===== src/rtl/spi_trace_master_if.sv =====
// spi_trace_master_if: command, response and trace-capture signals of the SPI trace master
interface spi_trace_master_if;
    logic        cmd_valid;
    logic        cmd_ready;
    logic [1:0]  cmd_op;
    logic        cmd_parity;
    logic [4:0]  cmd_bits;
    logic [1:0]  cmd_width;
    logic [31:0] cmd_wdata;
    logic        rsp_valid;
    logic [31:0] rsp_rdata;
    logic        rsp_parity;
    logic        rsp_timeout;
    logic        trace_hdr_valid;
    logic        trace_hdr_active;
    logic [1:0]  trace_hdr_width;
    logic        trace_hdr_sync;
    logic        trace_valid;
    logic [15:0] trace_word;
    modport master (
        output cmd_valid, cmd_op, cmd_parity, cmd_bits, cmd_width, cmd_wdata,
        input  cmd_ready, rsp_valid, rsp_rdata, rsp_parity, rsp_timeout,
        input  trace_hdr_valid, trace_hdr_active, trace_hdr_width, trace_hdr_sync, trace_valid, trace_word
    );
    modport slave (
        input  cmd_valid, cmd_op, cmd_parity, cmd_bits, cmd_width, cmd_wdata,
        output cmd_ready, rsp_valid, rsp_rdata, rsp_parity, rsp_timeout,
        output trace_hdr_valid, trace_hdr_active, trace_hdr_width, trace_hdr_sync, trace_valid, trace_word
    );
endinterface


===== src/rtl/spi_trace_master.sv =====
// spi_trace_master: SPI master issuing SWD read/write and trace-frame transactions
module spi_trace_master #(
    parameter int CLK_DIV  = 4,
    parameter int POLL_MAX = 64,
    parameter int CS_GAP   = 8
) (
    input  logic clk,
    input  logic rst,
    spi_trace_master_if.slave bus,
    output logic busy_o,
    output logic spi_sel_o,
    output logic spi_sclk_o,
    output logic spi_mosi_o,
    input  logic spi_miso_i
);
    localparam int DW = $clog2(CLK_DIV);
    localparam int PW = $clog2(POLL_MAX + 1);
    localparam int GW = $clog2(CS_GAP + 1);
    localparam logic [3:0] IDLE = 4'd0, SEL = 4'd1, CMD = 4'd2, WDATA = 4'd3, POLL = 4'd4,
                           RDATA = 4'd5, THDR = 4'd6, TDATA = 4'd7, GAP = 4'd8;
    logic [3:0]  state_q, state_d, cnt_q, cnt_d;
    logic        rdy_q, rdy_d, sel_q, sel_d, sclk_q, sclk_d, mosi_q, mosi_d;
    logic [DW-1:0] div_q, div_d;
    logic [PW-1:0] pc_q, pc_d;
    logic [GW-1:0] gap_q, gap_d;
    logic [2:0]  bit_q, bit_d;
    logic [7:0]  sh_q, sh_d, lo_q, lo_d;
    logic [6:0]  rx_q, rx_d;
    logic [1:0]  op_q, op_d, width_q, width_d, hdr_width_q, hdr_width_d;
    logic        par_q, par_d, rpar_q, rpar_d, tmo_q, tmo_d;
    logic [4:0]  bits_q, bits_d;
    logic [31:0] wdata_q, wdata_d, rdata_q, rdata_d;
    logic        rsp_valid_q, rsp_valid_d, hdr_valid_q, hdr_valid_d, tvalid_q, tvalid_d;
    logic        hdr_active_q, hdr_active_d, hdr_sync_q, hdr_sync_d;
    logic [15:0] tword_q, tword_d;
    logic        tick, fall, done, byte_st;
    logic [7:0]  rb, cmd_byte;
    logic [2:0]  n;
    assign tick = div_q == DW'(CLK_DIV - 1);
    assign fall = tick && sclk_q;
    assign done = fall && bit_q == 3'd7;
    assign rb = {rx_q, spi_miso_i};
    assign n = {1'b0, bits_q[4:3]} + 3'd1;
    assign byte_st = state_q inside {CMD, WDATA, POLL, RDATA, THDR, TDATA};
    assign cmd_byte = op_q == 2'd0 ? {6'b100000, width_q} :
                      op_q == 2'd1 ? {2'b00, par_q, bits_q} :
                      op_q == 2'd2 ? {2'b01, par_q, bits_q} : 8'hA5;
    always_comb begin
        state_d = state_q; sel_d = sel_q; sclk_d = sclk_q; mosi_d = mosi_q;
        div_d = div_q; bit_d = bit_q; sh_d = sh_q; rx_d = rx_q; lo_d = lo_q;
        cnt_d = cnt_q; pc_d = pc_q; gap_d = gap_q;
        op_d = op_q; par_d = par_q; bits_d = bits_q; width_d = width_q; wdata_d = wdata_q;
        rdata_d = rdata_q; rpar_d = rpar_q; tmo_d = tmo_q; tword_d = tword_q;
        hdr_active_d = hdr_active_q; hdr_width_d = hdr_width_q; hdr_sync_d = hdr_sync_q;
        rsp_valid_d = 1'b0; hdr_valid_d = 1'b0; tvalid_d = 1'b0;
        if (byte_st) begin
            div_d = tick ? '0 : div_q + DW'(1);
            sclk_d = tick ? !sclk_q : sclk_q;
            if (fall) begin
                rx_d = rb[6:0];
                bit_d = bit_q + 3'd1;
                sh_d = {sh_q[6:0], 1'b0};
                mosi_d = sh_q[6];
            end
            // each completed byte is followed by a filler unless a state overrides it
            if (done) begin
                sh_d = 8'hFF;
                mosi_d = 1'b1;
            end
        end
        case (state_q)
            IDLE: if (bus.cmd_valid && rdy_q) begin
                state_d = SEL; op_d = bus.cmd_op; par_d = bus.cmd_parity; bits_d = bus.cmd_bits;
                width_d = bus.cmd_width; wdata_d = bus.cmd_wdata; rdata_d = '0; rpar_d = 1'b0; tmo_d = 1'b0;
            end
            SEL: begin
                state_d = CMD; sel_d = 1'b0; sclk_d = 1'b0; div_d = '0; bit_d = '0;
                sh_d = cmd_byte; mosi_d = cmd_byte[7];
            end
            CMD: if (done) begin
                state_d = op_q == 2'd0 ? THDR : op_q == 2'd1 ? WDATA : op_q == 2'd2 ? POLL : GAP;
                if (op_q == 2'd1) begin
                    sh_d = wdata_q[7:0];
                    mosi_d = wdata_q[7];
                end
            end
            WDATA: if (done) begin
                cnt_d = cnt_q + 4'd1;
                wdata_d = {8'h00, wdata_q[31:8]};
                if (cnt_q[2:0] + 3'd1 == n) state_d = POLL;
                else begin
                    sh_d = wdata_q[15:8];
                    mosi_d = wdata_q[15];
                end
            end
            POLL: if (done) begin
                pc_d = pc_q + PW'(1);
                if (op_q == 2'd1 && rb == 8'h90) begin
                    state_d = GAP; rsp_valid_d = 1'b1;
                end else if (op_q == 2'd2 && rb[7:3] == 5'b10001) begin
                    state_d = RDATA; rpar_d = rb[2];
                end else if (pc_q == PW'(POLL_MAX - 1)) begin
                    state_d = GAP; rsp_valid_d = 1'b1; tmo_d = 1'b1; rdata_d = '0;
                end
            end
            RDATA: if (done) begin
                rdata_d[{cnt_q[1:0], 3'b000} +: 8] = rb;
                cnt_d = cnt_q + 4'd1;
                if (cnt_q[2:0] + 3'd1 == n) begin
                    state_d = GAP; rsp_valid_d = 1'b1;
                end
            end
            THDR: if (done) begin
                state_d = TDATA; hdr_valid_d = 1'b1;
                hdr_active_d = rb[7]; hdr_width_d = rb[2:1]; hdr_sync_d = rb[0];
            end
            TDATA: if (done) begin
                cnt_d = cnt_q + 4'd1;
                if (cnt_q[0]) begin
                    tword_d = {rb, lo_q};
                    tvalid_d = hdr_active_q;
                end else lo_d = rb;
                if (cnt_q == 4'd15) state_d = GAP;
            end
            GAP: begin
                gap_d = gap_q + GW'(1);
                if (gap_q == GW'(CS_GAP - 1)) state_d = IDLE;
            end
            default: state_d = IDLE;
        endcase
        if (state_d != state_q) begin
            cnt_d = '0; pc_d = '0; gap_d = '0;
        end
        if (state_d == GAP && state_q != GAP) begin
            sel_d = 1'b1; mosi_d = 1'b0;
        end
        rdy_d = state_d == IDLE;
    end
    always_ff @(posedge clk or posedge rst) begin
        if (rst) begin
            state_q <= IDLE; rdy_q <= 1'b0; sel_q <= 1'b1; sclk_q <= 1'b0; mosi_q <= 1'b0;
            div_q <= '0; bit_q <= '0; sh_q <= '0; rx_q <= '0; lo_q <= '0;
            cnt_q <= '0; pc_q <= '0; gap_q <= '0;
            op_q <= '0; par_q <= 1'b0; bits_q <= '0; width_q <= '0; wdata_q <= '0;
            rdata_q <= '0; rpar_q <= 1'b0; tmo_q <= 1'b0; tword_q <= '0;
            hdr_active_q <= 1'b0; hdr_width_q <= '0; hdr_sync_q <= 1'b0;
            rsp_valid_q <= 1'b0; hdr_valid_q <= 1'b0; tvalid_q <= 1'b0;
        end else begin
            state_q <= state_d; rdy_q <= rdy_d; sel_q <= sel_d; sclk_q <= sclk_d; mosi_q <= mosi_d;
            div_q <= div_d; bit_q <= bit_d; sh_q <= sh_d; rx_q <= rx_d; lo_q <= lo_d;
            cnt_q <= cnt_d; pc_q <= pc_d; gap_q <= gap_d;
            op_q <= op_d; par_q <= par_d; bits_q <= bits_d; width_q <= width_d; wdata_q <= wdata_d;
            rdata_q <= rdata_d; rpar_q <= rpar_d; tmo_q <= tmo_d; tword_q <= tword_d;
            hdr_active_q <= hdr_active_d; hdr_width_q <= hdr_width_d; hdr_sync_q <= hdr_sync_d;
            rsp_valid_q <= rsp_valid_d; hdr_valid_q <= hdr_valid_d; tvalid_q <= tvalid_d;
        end
    end
    assign bus.cmd_ready = rdy_q;
    assign bus.rsp_valid = rsp_valid_q;
    assign bus.rsp_rdata = rdata_q;
    assign bus.rsp_parity = rpar_q;
    assign bus.rsp_timeout = tmo_q;
    assign bus.trace_hdr_valid = hdr_valid_q;
    assign bus.trace_hdr_active = hdr_active_q;
    assign bus.trace_hdr_width = hdr_width_q;
    assign bus.trace_hdr_sync = hdr_sync_q;
    assign bus.trace_valid = tvalid_q;
    assign bus.trace_word = tword_q;
    assign busy_o = state_q != IDLE;
    assign spi_sel_o = sel_q;
    assign spi_sclk_o = sclk_q;
    assign spi_mosi_o = mosi_q;
endmodule


===== src/flat_wrapper.sv =====
// flat-port wrapper written by rule: the top's interface ports become plain ports
module spi_trace_master_flat 
#(
    parameter int CLK_DIV  = 4,
    parameter int POLL_MAX = 64,
    parameter int CS_GAP   = 8
)
  (clk, rst, busy_o, spi_sel_o, spi_sclk_o, spi_mosi_o, spi_miso_i, bus_cmd_valid, bus_cmd_op, bus_cmd_parity, bus_cmd_bits, bus_cmd_width, bus_cmd_wdata, bus_cmd_ready, bus_rsp_valid, bus_rsp_rdata, bus_rsp_parity, bus_rsp_timeout, bus_trace_hdr_valid, bus_trace_hdr_active, bus_trace_hdr_width, bus_trace_hdr_sync, bus_trace_valid, bus_trace_word);
  spi_trace_master_if bus_i ();
  input  logic clk;
  input  logic rst;
  output logic busy_o;
  output logic spi_sel_o;
  output logic spi_sclk_o;
  output logic spi_mosi_o;
  input  logic spi_miso_i;
  input wire logic [$bits(bus_i.cmd_valid)-1:0] bus_cmd_valid;
  input wire logic [$bits(bus_i.cmd_op)-1:0] bus_cmd_op;
  input wire logic [$bits(bus_i.cmd_parity)-1:0] bus_cmd_parity;
  input wire logic [$bits(bus_i.cmd_bits)-1:0] bus_cmd_bits;
  input wire logic [$bits(bus_i.cmd_width)-1:0] bus_cmd_width;
  input wire logic [$bits(bus_i.cmd_wdata)-1:0] bus_cmd_wdata;
  output wire logic [$bits(bus_i.cmd_ready)-1:0] bus_cmd_ready;
  output wire logic [$bits(bus_i.rsp_valid)-1:0] bus_rsp_valid;
  output wire logic [$bits(bus_i.rsp_rdata)-1:0] bus_rsp_rdata;
  output wire logic [$bits(bus_i.rsp_parity)-1:0] bus_rsp_parity;
  output wire logic [$bits(bus_i.rsp_timeout)-1:0] bus_rsp_timeout;
  output wire logic [$bits(bus_i.trace_hdr_valid)-1:0] bus_trace_hdr_valid;
  output wire logic [$bits(bus_i.trace_hdr_active)-1:0] bus_trace_hdr_active;
  output wire logic [$bits(bus_i.trace_hdr_width)-1:0] bus_trace_hdr_width;
  output wire logic [$bits(bus_i.trace_hdr_sync)-1:0] bus_trace_hdr_sync;
  output wire logic [$bits(bus_i.trace_valid)-1:0] bus_trace_valid;
  output wire logic [$bits(bus_i.trace_word)-1:0] bus_trace_word;
  assign bus_i.cmd_valid = bus_cmd_valid;
  assign bus_i.cmd_op = bus_cmd_op;
  assign bus_i.cmd_parity = bus_cmd_parity;
  assign bus_i.cmd_bits = bus_cmd_bits;
  assign bus_i.cmd_width = bus_cmd_width;
  assign bus_i.cmd_wdata = bus_cmd_wdata;
  assign bus_cmd_ready = bus_i.cmd_ready;
  assign bus_rsp_valid = bus_i.rsp_valid;
  assign bus_rsp_rdata = bus_i.rsp_rdata;
  assign bus_rsp_parity = bus_i.rsp_parity;
  assign bus_rsp_timeout = bus_i.rsp_timeout;
  assign bus_trace_hdr_valid = bus_i.trace_hdr_valid;
  assign bus_trace_hdr_active = bus_i.trace_hdr_active;
  assign bus_trace_hdr_width = bus_i.trace_hdr_width;
  assign bus_trace_hdr_sync = bus_i.trace_hdr_sync;
  assign bus_trace_valid = bus_i.trace_valid;
  assign bus_trace_word = bus_i.trace_word;
  spi_trace_master #(.CLK_DIV(CLK_DIV), .POLL_MAX(POLL_MAX), .CS_GAP(CS_GAP)) u_core (.clk(clk), .rst(rst), .bus(bus_i), .busy_o(busy_o), .spi_sel_o(spi_sel_o), .spi_sclk_o(spi_sclk_o), .spi_mosi_o(spi_mosi_o), .spi_miso_i(spi_miso_i));
endmodule

===== config.mk =====
export PLATFORM = sky130hd
export DESIGN_NAME = spi_trace_master_flat
export DESIGN_NICKNAME = d
export VERILOG_FILES = /design/src/rtl/spi_trace_master_if.sv /design/src/rtl/spi_trace_master.sv /design/src/flat_wrapper.sv
export SDC_FILE = /design/constraint.sdc
export NUM_CORES = 1
export LEC_CHECK = 0
export ABC_AREA = 1
export CAP_MARGIN = 20
export CORE_MARGIN = 2
export CORE_UTILIZATION = 60
export CTS_CLUSTER_SIZE = 40
export DETAILED_ROUTE_END_ITERATION = 10
export DONT_BUFFER_PORTS = 1
export PLACE_DENSITY = 0.76
export REMOVE_ABC_BUFFERS = 1
export SLEW_MARGIN = 20
export SYNTH_ARGS = -nofsm -noshare
export SYNTH_HDL_FRONTEND = slang
export SYNTH_SLANG_ARGS = --single-unit

===== constraint.sdc =====
create_clock -name clk -period 13.13 [get_ports clk]
set_clock_uncertainty 0.15 [all_clocks]
set_input_delay 2.626 -clock clk [delete_from_list [all_inputs] [get_ports clk]]
set_output_delay 2.626 -clock clk [all_outputs]
set_load 0.03 [all_outputs]

==> results of run 1 <==
-- cells in the mapped netlist, types with 7 or more instances --
| library cell | n |
|---|---|
| nand2_1 | 197 |
| dfrtp_1 | 148 |
| inv_1 | 94 |
| o21ai_0 | 82 |
| nand3_1 | 64 |
| nor2_1 | 57 |
| a31oi_1 | 26 |
| ha_1 | 16 |
| clkbuf_1 | 15 |
| nor3_2 | 13 |
| a21oi_1 | 11 |
| nor3_1 | 11 |
| buf_2 | 9 |
| inv_2 | 9 |
| mux2_2 | 8 |
| nand2_2 | 8 |
| nand4_1 | 8 |
| nor2_2 | 8 |
| xor2_1 | 8 |
| nor2_4 | 7 |
-- worst max-delay path, cell delays in order --
cell and delay [ns]:
nand2_1 0.07, nor2_4 0.55, inv_2 0.17, nand2_1 0.09, o21ai_1 0.18, inv_1 0.28, buf_4 0.40, o211ai_1 0.13
o21ai_0 0.13
-- power by group through the flow --
stage	sequential, µW	clock, µW	combinational (µW)
global placement	648	0	447
detailed placement	652	0	464
CTS	645	509	469
floorplan	624	0	357
global route	656	529	533
finish	645	502	469
-- cell families after synthesis --
family	count (synthesis)
flops	149
xor+xnor	11
compound gates	151
buf+inv	132
mux	10
simple gates	381
fa+ha+maj	16
-- area by class of cell --
type                       count  area share, %
timing repair buffer           3          0.281
clock buffer                  21           5.87
tap                          147           2.30
inverter                     104           4.95
sequential                   149           46.6
clock inverter                11           1.84
multi-input combinational    569           38.2
-- routing by layer --
| layer | vias up | part of all wire, % |
|---|---|---|
| li1 | 2791 | - |
| met1 | 2817 | 44 |
| met4 | 0 | 1.9 |
| met3 | 29 | 6.2 |
| met5 | - | 0 |
| met2 | 212 | 48 |
-- flip-flops by register name, summed over array words and instances, names as in the netlist, 2 cells and up --
register and flops:
u_core.rx_q 7, u_core.lo_q 8, u_core.state_q 4, u_core.cnt_q 4, u_core.bus.trace_hdr_width 2, u_core.gap_q 4
u_core.pc_q 7, u_core.sh_q 7, u_core.op_q 2, u_core.bus.trace_word 16, u_core.wdata_q 32, u_core.div_q 2
u_core.bus.rsp_rdata 32, u_core.bit_q 3, u_core.width_q 2, u_core.bits_q 5
-- how the worst max path moves through the flow --
| stage | endpoint | slack [ns] |
|---|---|---|
| 2_1_floorplan | u_core.bit_q[0]$_DFFE_PP0P_ | 6.35 |
| 3_3_place_gp | u_core.wdata_q[11]$_DFFE_PP0P_ | 8.40 |
| 3_5_place_dp | u_core.wdata_q[9]$_DFFE_PP0P_ | 8.28 |
| 4_1_cts | u_core.wdata_q[19]$_DFFE_PP0P_ | 8.70 |
| 5_1_grt | u_core.wdata_q[19]$_DFFE_PP0P_ | 8.43 |
| 6_report | u_core.wdata_q[19]$_DFFE_PP0P_ | 8.68 |
-- through the flow --
step	cell area (µm²)	hold slack, ns	power (µW)	util, %	setup slack, ns
4_1_cts	8010	0.324	1620	67.0	8.70
5_1_grt	8010	0.342	1720	67.0	8.43
3_5_place_dp	7390	0.308	1120	61.8	8.28
2_1_floorplan	7180	0.287	981	-	6.35
3_3_place_gp	7390	0.304	1100	61.8	8.40
6_report	8010	0.320	1620	67.0	8.68
==> impl_metrics.ini, run 1 <==
[critical_path]
rr_startpoint = u_core.state_q[1]$_DFF_PP0_
ff2ff_path_depth = 10
reg2reg_slack_ns = 9.95
path_class = input pin to flip-flop
reg2reg_to = u_core.wdata_q[19]$_DFFE_PP0P_
cp-start-kind = input pin
worstPathRequired_ns = 13.31
worst_ep_arrival_time_ns = 4.63
cp_max_fo = 42
end_kind = flip-flop
setup.worst_path.start = bus_cmd_valid

[timing]
rsz0062_at_grt = false
fin_crit_sh_pct = 33.9
tightest_slew_ns = 0.923
final.setup.tns_ns = 0
final_hold_viol_count = 0
fin_crit_ns = 4.45
max_freq_mhz = 225
maxSlewHeadroom_pct = 38.4
finalSetupViolCount = 0
slew_viol_final = 0

[clock_network]
clockBufferDepth = 2
cts_buffers = 17
clk_pin_slew_ns = 0.06
cts.repair.resized = 0
insertion_delay_ns = 0.42
cts_setup_buffers = 0
cts_sinks = 149
cts-root-buf = clkbuf_16
cts_hold_buf = 0
htreeDepth = 4
cts_tree = yes

[floorplanning]
die_w_um = 114
initial_core_util_pct = 61.2
die_h_um = 114
rows = 40
core_um2 = 12000
die_area_um2 = 13100
ios = 108

[synthesis]
synthTopCellsByArea = dfrtp_1, nand2_1, o21ai_0
synth-compound-area-share_pct = 12.1
yosysUniqueCellTypes = 43
synthSimpleGateAreaFrac_pct = 24.2
ys.flop_type = dfrtp_1
synth_xor_xnor_area_share_pct = 1.32
ys_ff_latch = 149
synth_area_um2 = 7310
synth_top_area_share_pct = 50.6
synth_mux_area_share_pct = 1.51
synth_edf_count = 0
ys_seq_area_share_pct = 51.0
synth_top_family_by_area = simple AND/OR/NAND/NOR gates
yosysWarnings = 0
synth-adder-area-share_pct = 2.74
syn_inst = 850
yosysTopAreaCell = dfrtp_1
async_reset_ff_share_pct = 100
avgSynthCellArea_um2 = 8.61

[routing]
wl_um = 16600
ant_nets = 0
drc_errors = 0
wl_per_cell_um = 16.6
route.vias.total = 5849
drt-initial-drc-count = 424
post_drt_via_cell_ratio = 5.83
drt_pass1_iterations = 5

[power]
clkPwrFrac_pct = 31.1
leakage_uw = 0.00378
power_switching_uw = 609
power_density_nw_per_um2 = 202
netSwitchingFraction_pct = 37.7
internal_power_uw = 1010
p_comb_share_pct = 29.0
seqPwrFrac_pct = 39.9
ir_worst_vdd_v = 0.000160

[finish]
syn_to_final_growth_pct = 9.49
layout_common_cells = nand2_1, dfrtp_1, inv_1
layout.nets = 906
fill_cells = 977
layout-drive-gt1-share_pct = 11.6
final_cells = 1004
final_common_cell = nand2_1
multiInputGateArea_um2 = 3060
regArea_um2 = 3730
diodes = 0

[placed_design]
gp_congestion = 0.858
dpl.cell_count = 972
port_buffers = 0
dp_hpwl_um = 11600

[grt]
grt_start_max_net_pins = 76
antenna_found_initial = 0
overflow = 0
first_global_vias = 5577
grt_use_met1_pct = 35.0
busiest_layer = met2
globalRouteMet2Util_pct = 42.7
gr-usage-met3_pct = 5.98
track_usage_pct = 26.5
grt_pass1_wl_um = 27100

[status]
status = finished clean

[hold_path]
hold_path_depth = 2
min_path_type = flip-flop to flip-flop
hold_start = u_core.wdata_q[30]$_DFFE_PP0P_
min_to = u_core.wdata_q[30]$_DFFE_PP0P_

[flow_run]
drv_cap = 0
Note: power is estimated with default switching activity, not from simulation.
==> run 2: changes to the inputs <==
- CORE_UTILIZATION: 60 -> 57
- PLACE_DENSITY: 0.76 -> 0.75
- clock period: 13.13 -> 3.7 ns (I/O delays scaled with it)
==> impl_metrics.ini, run 2 (same netlist as run 1, synthesis figures left out) <==
[timing]
slew_viol_final = 0
final_hold_viol_count = 0
final.setup.tns_ns = 0
maxSlewHeadroom_pct = 40.9
fin_crit_sh_pct = 84.1
fin_crit_ns = 3.11
rsz0062_at_grt = false
tightest_slew_ns = 0.885
finalSetupViolCount = 0
max_freq_mhz = 322

[clock_network]
cts.repair.resized = 0
cts_hold_buf = 0
cts-root-buf = clkbuf_16
cts_setup_buffers = 0
clockBufferDepth = 2
cts_sinks = 149
cts_tree = yes
htreeDepth = 4
insertion_delay_ns = 0.43
cts_buffers = 17
clk_pin_slew_ns = 0.06

[power]
ir_worst_vdd_v = 0.000521
leakage_uw = 0.00376
power_density_nw_per_um2 = 693

[routing]
wl_per_cell_um = 16.2
ant_nets = 0
drt_pass1_iterations = 5
route.vias.total = 5804
drt-initial-drc-count = 510
wl_um = 16700
post_drt_via_cell_ratio = 5.63
drc_errors = 0

[finish]
layout-drive-gt1-share_pct = 11.6
multiInputGateArea_um2 = 3060
fill_cells = 1071
fin_util_pct = 63.6
final_cells = 1031
layout.nets = 909
final_common_cell = nand2_1
layout_common_cells = nand2_1, dfrtp_1, inv_1
diodes = 0
syn_to_final_growth_pct = 9.32
regArea_um2 = 3730

[grt]
track_usage_pct = 25.6
grt_pass1_wl_um = 27300
grt_start_max_net_pins = 74
gr-usage-met3_pct = 8.03
first_global_vias = 5707
busiest_layer = met2
antenna_found_initial = 0
globalRouteMet2Util_pct = 40.6
overflow = 0
grt_use_met1_pct = 33.1

[floorplanning]
die_area_um2 = 13800
initial_core_util_pct = 58.2
die_w_um = 117
ios = 108
core_um2 = 12600
die_h_um = 117
rows = 41

[hold_path]
min_path_type = input pin to async pin

[critical_path]
path_class = flip-flop to flip-flop
cp_max_fo = 15
critPathMaxStageDelay_ns = 0.66
cp-start-kind = flip-flop
worstPathCellList = inv_2 -> ha_1 -> inv_2 -> nand2_1 -> nand2_1 -> nor2_2 -> nand3_1 -> nand2_1 -> nand4_1 -> nand2_1 -> nand3_2 -> nor3_1
worst_ep_arrival_time_ns = 3.29
worst_path_most_repeated_cell = nand2_1
end_kind = flip-flop
worstPathRequired_ns = 3.88
slowest_stage = dfrtp_1

[placed_design]
dpl.cell_count = 1000
gp_congestion = 0.955
dp_hpwl_um = 11800
port_buffers = 0

[flow_run]
drv_cap = 0

[status]
status = finished clean
## run 2: cell types whose count changed in the layout (fill, tap and decap cells not counted), sizes merged
cell | before | now
bufinv | 3 | 0
buf | 3 | 6
clkinv | 7 | 6
clkinvlp | 1 | 3
clkbuf | 21 | 23
inv | 104 | 103
## run 2: routing by layer
metal	share of wire [%]	routed length [µm]
met1	43	7260
met2	47	7860
met3	7.7	1280
met4	1.8	299
met5	0	0
## run 2: worst paths after layout
kind / startpoint / endpoint / slack [ns] / cells after the start
hold reg to reg: u_core.wdata_q[31]$_DFFE_PP0P_ / u_core.wdata_q[31]$_DFFE_PP0P_ / 0.32 / 2
setup / recovery: u_core.cnt_q[0]$_DFFE_PP0P_ / u_core.gap_q[3]$_DFFE_PP0P_ / 0.59 / 12
hold / removal: rst / u_core.bus.trace_word[3]$_DFFE_PP0P_ / 0.12 / 1
max in group asynchronous: rst / u_core.gap_q[0]$_DFFE_PP0P_ / 2.45 / 2
setup reg to reg: u_core.cnt_q[0]$_DFFE_PP0P_ / u_core.gap_q[3]$_DFFE_PP0P_ / 0.59 / 12
min in group clk: bus_cmd_bits[1] / u_core.bits_q[1]$_DFFE_PP0P_ / 0.28 / 2
## run 2: cell type report
cell class / instances / area share [%]
Sequential cell: 149 / 46.6
Multi-Input combinational cell: 569 / 38.2
Clock buffer: 23 / 6.10
Inverter: 104 / 4.96
Tap cell: 172 / 2.69
Timing Repair Buffer: 6 / 0.720
Clock inverter: 8 / 0.642
## run 2: power by group
group	total, µW	internal [µW]	switching (µW)
Combinational	1680	503	1180
Sequential	2290	1970	320
Clock	1570	919	652
Total	5540	3390	2150
## run 2: critical path: cells and delay by family, from the launching register on
family / cells / cell delay (ns)
adder cells (fa/ha/maj): 1 / 0.45
buffers and inverters: 2 / 0.29
flip-flops: 1 / 0.66
AND/OR/NAND/NOR: 9 / 1.45
## run 2: metrics by stage
step           hold WS (ns)  total power (µW)  cell area (µm²)  setup WS, ns
2_1_floorplan         0.287              3480             7180         -1.20
3_3_place_gp          0.305              3890             7460         0.722
3_5_place_dp          0.309              3960             7460         0.599
4_1_cts               0.138              5540             8000         0.568
5_1_grt               0.168              5900             8000         0.230
6_report              0.117              5540             8000         0.590
==> run 3: changes to the inputs <==
- CORE_UTILIZATION: 57 -> 60
- PLACE_DENSITY: 0.75 -> 0.76
- clock period: 3.7 -> 2.9 ns (I/O delays scaled with it)
==> impl_metrics.ini, run 3 (same netlist as run 1, synthesis figures left out) <==
[status]
status = finished clean

[grt]
first_global_vias = 5578
overflow = 0
grt_start_max_net_pins = 63
track_usage_pct = 27.0
grt_pass1_wl_um = 27400
antenna_found_initial = 0

[placed_design]
dp_hpwl_um = 12200
port_buffers = 0
dpl.cell_count = 985
gp_congestion = 0.940

[finish]
layout_common_cells = nand2_1, dfrtp_1, inv_1
layout-drive-gt1-share_pct = 12.9
layout.nets = 920
final_common_cell = nand2_1
diodes = 0
final_cells = 1018
fin_util_pct = 68.1
fill_cells = 956
syn_to_final_growth_pct = 11.4

[clock_network]
cts_sinks = 149
clk_pin_slew_ns = 0.06
cts_setup_buffers = 0
clockBufferDepth = 2
insertion_delay_ns = 0.43
cts_tree = yes
cts_buffers = 17
cts-root-buf = clkbuf_16
htreeDepth = 4

[routing]
wl_per_cell_um = 16.6
drt-initial-drc-count = 415
drt_pass1_iterations = 5
route.vias.total = 5873
post_drt_via_cell_ratio = 5.77
wl_um = 16900
ant_nets = 0
drc_errors = 0

[power]
ir_worst_vdd_v = 0.000582
power_density_nw_per_um2 = 915
total_power_uw = 7460
leakage_uw = 0.00386

[timing]
holdWs_ns = 0.123
slew_viol_final = 0
max_freq_mhz = 376
maxSlewHeadroom_pct = 58.9
fin_crit_sh_pct = 91.7
finalSetupViolCount = 0
fin_crit_ns = 2.66
final_hold_viol_count = 0
tightest_slew_ns = 0.612
rsz0062_at_grt = false

[critical_path]
worstPathCellList = ha_1 -> ha_1 -> inv_1 -> nor2_4 -> nand3_1 -> nand2_2 -> nand2_2 -> nor2_4 -> nand2_1 -> nand2_1 -> nand2_2 -> nor3_1
critical_path_buf_inv_count = 1
cp_top_family = simple AND/OR/NAND/NOR gates
cp_max_fo = 15
critPathMaxStageDelay_ns = 0.38
worst_path_most_repeated_cell = nand2_2
end_kind = flip-flop
worstPathRequired_ns = 3.08
worst_ep_arrival_time_ns = 2.84
cp-start-kind = flip-flop
path_class = flip-flop to flip-flop
slowest_stage = dfrtp_1

[floorplanning]
die_area_um2 = 13100
ios = 108
core_um2 = 12000
die_h_um = 114
rows = 40
initial_core_util_pct = 61.2
die_w_um = 114

[hold_path]
min_path_type = input pin to flip-flop

[flow_run]
drv_cap = 0
-- run 3: changes by cell type in the layout (fill, tap and decap cells not counted), moves of 2 or more --
cell	before	now
inv_6	1	3
buf_4	5	15
clkbuf_8	4	2
bufinv_16	0	4
-- run 3: cell type report --
cell class                 count  area, µm²  share of cell area (%)
sequential                   149       3730                    45.8
multi-input combinational    569       3070                    37.6
clock buffer                  20        457                    5.60
inverter                     104        397                    4.87
tap                          147        184                    2.26
clock inverter                12        175                    2.15
timing repair buffer          17        143                    1.75
-- run 3: worst paths after layout --
check	from	to	slack (ns)	cells past startpoint
worst max register to register	u_core.bit_q[0]$_DFFE_PP0P_	u_core.gap_q[2]$_DFFE_PP0P_	0.24	12
min in group asynchronous	rst	u_core.bus.trace_word[12]$_DFFE_PP0P_	0.58	2
worst min register to register	u_core.wdata_q[26]$_DFFE_PP0P_	u_core.wdata_q[26]$_DFFE_PP0P_	0.32	2
max in group asynchronous	rst	u_core.wdata_q[4]$_DFFE_PP0P_	1.37	3
worst max-delay path	u_core.bit_q[0]$_DFFE_PP0P_	u_core.gap_q[2]$_DFFE_PP0P_	0.24	12
worst min-delay path	bus_cmd_bits[1]	u_core.bits_q[1]$_DFFE_PP0P_	0.12	2
-- run 3: what timing repair did --
action,4_1_cts,5_1_grt
resized for setup,0,1
hold buffers,1,0
hold endpoints to repair,57,0
setup endpoints to repair,0,2
-- run 3: report_power, final --
| group | switching, µW | internal (µW) |
|---|---|---|
| Clock | 866 | 1490 |
| Combinational | 1540 | 678 |
| Sequential | 377 | 2510 |
-- run 3: stage by stage --
stage	area, µm²	setup slack (ns)	TNS (ns)
after detailed placement	7500	0.256	0
after global routing	8150	0.0743	0
final	8150	0.240	0
after floorplan	7180	-1.84	-274.91
after CTS	8140	0.235	0
after global placement	7500	0.314	0
-- run 3: per-layer routing --
metal  up-vias  global-route usage (%)  share of wire, %
li1       2824                       -                 -
met1      2831                    35.2                43
met2       191                    42.4                47
met3        27                    8.47               7.1
met5         -                       0                 0
met4         0                    10.7               2.2
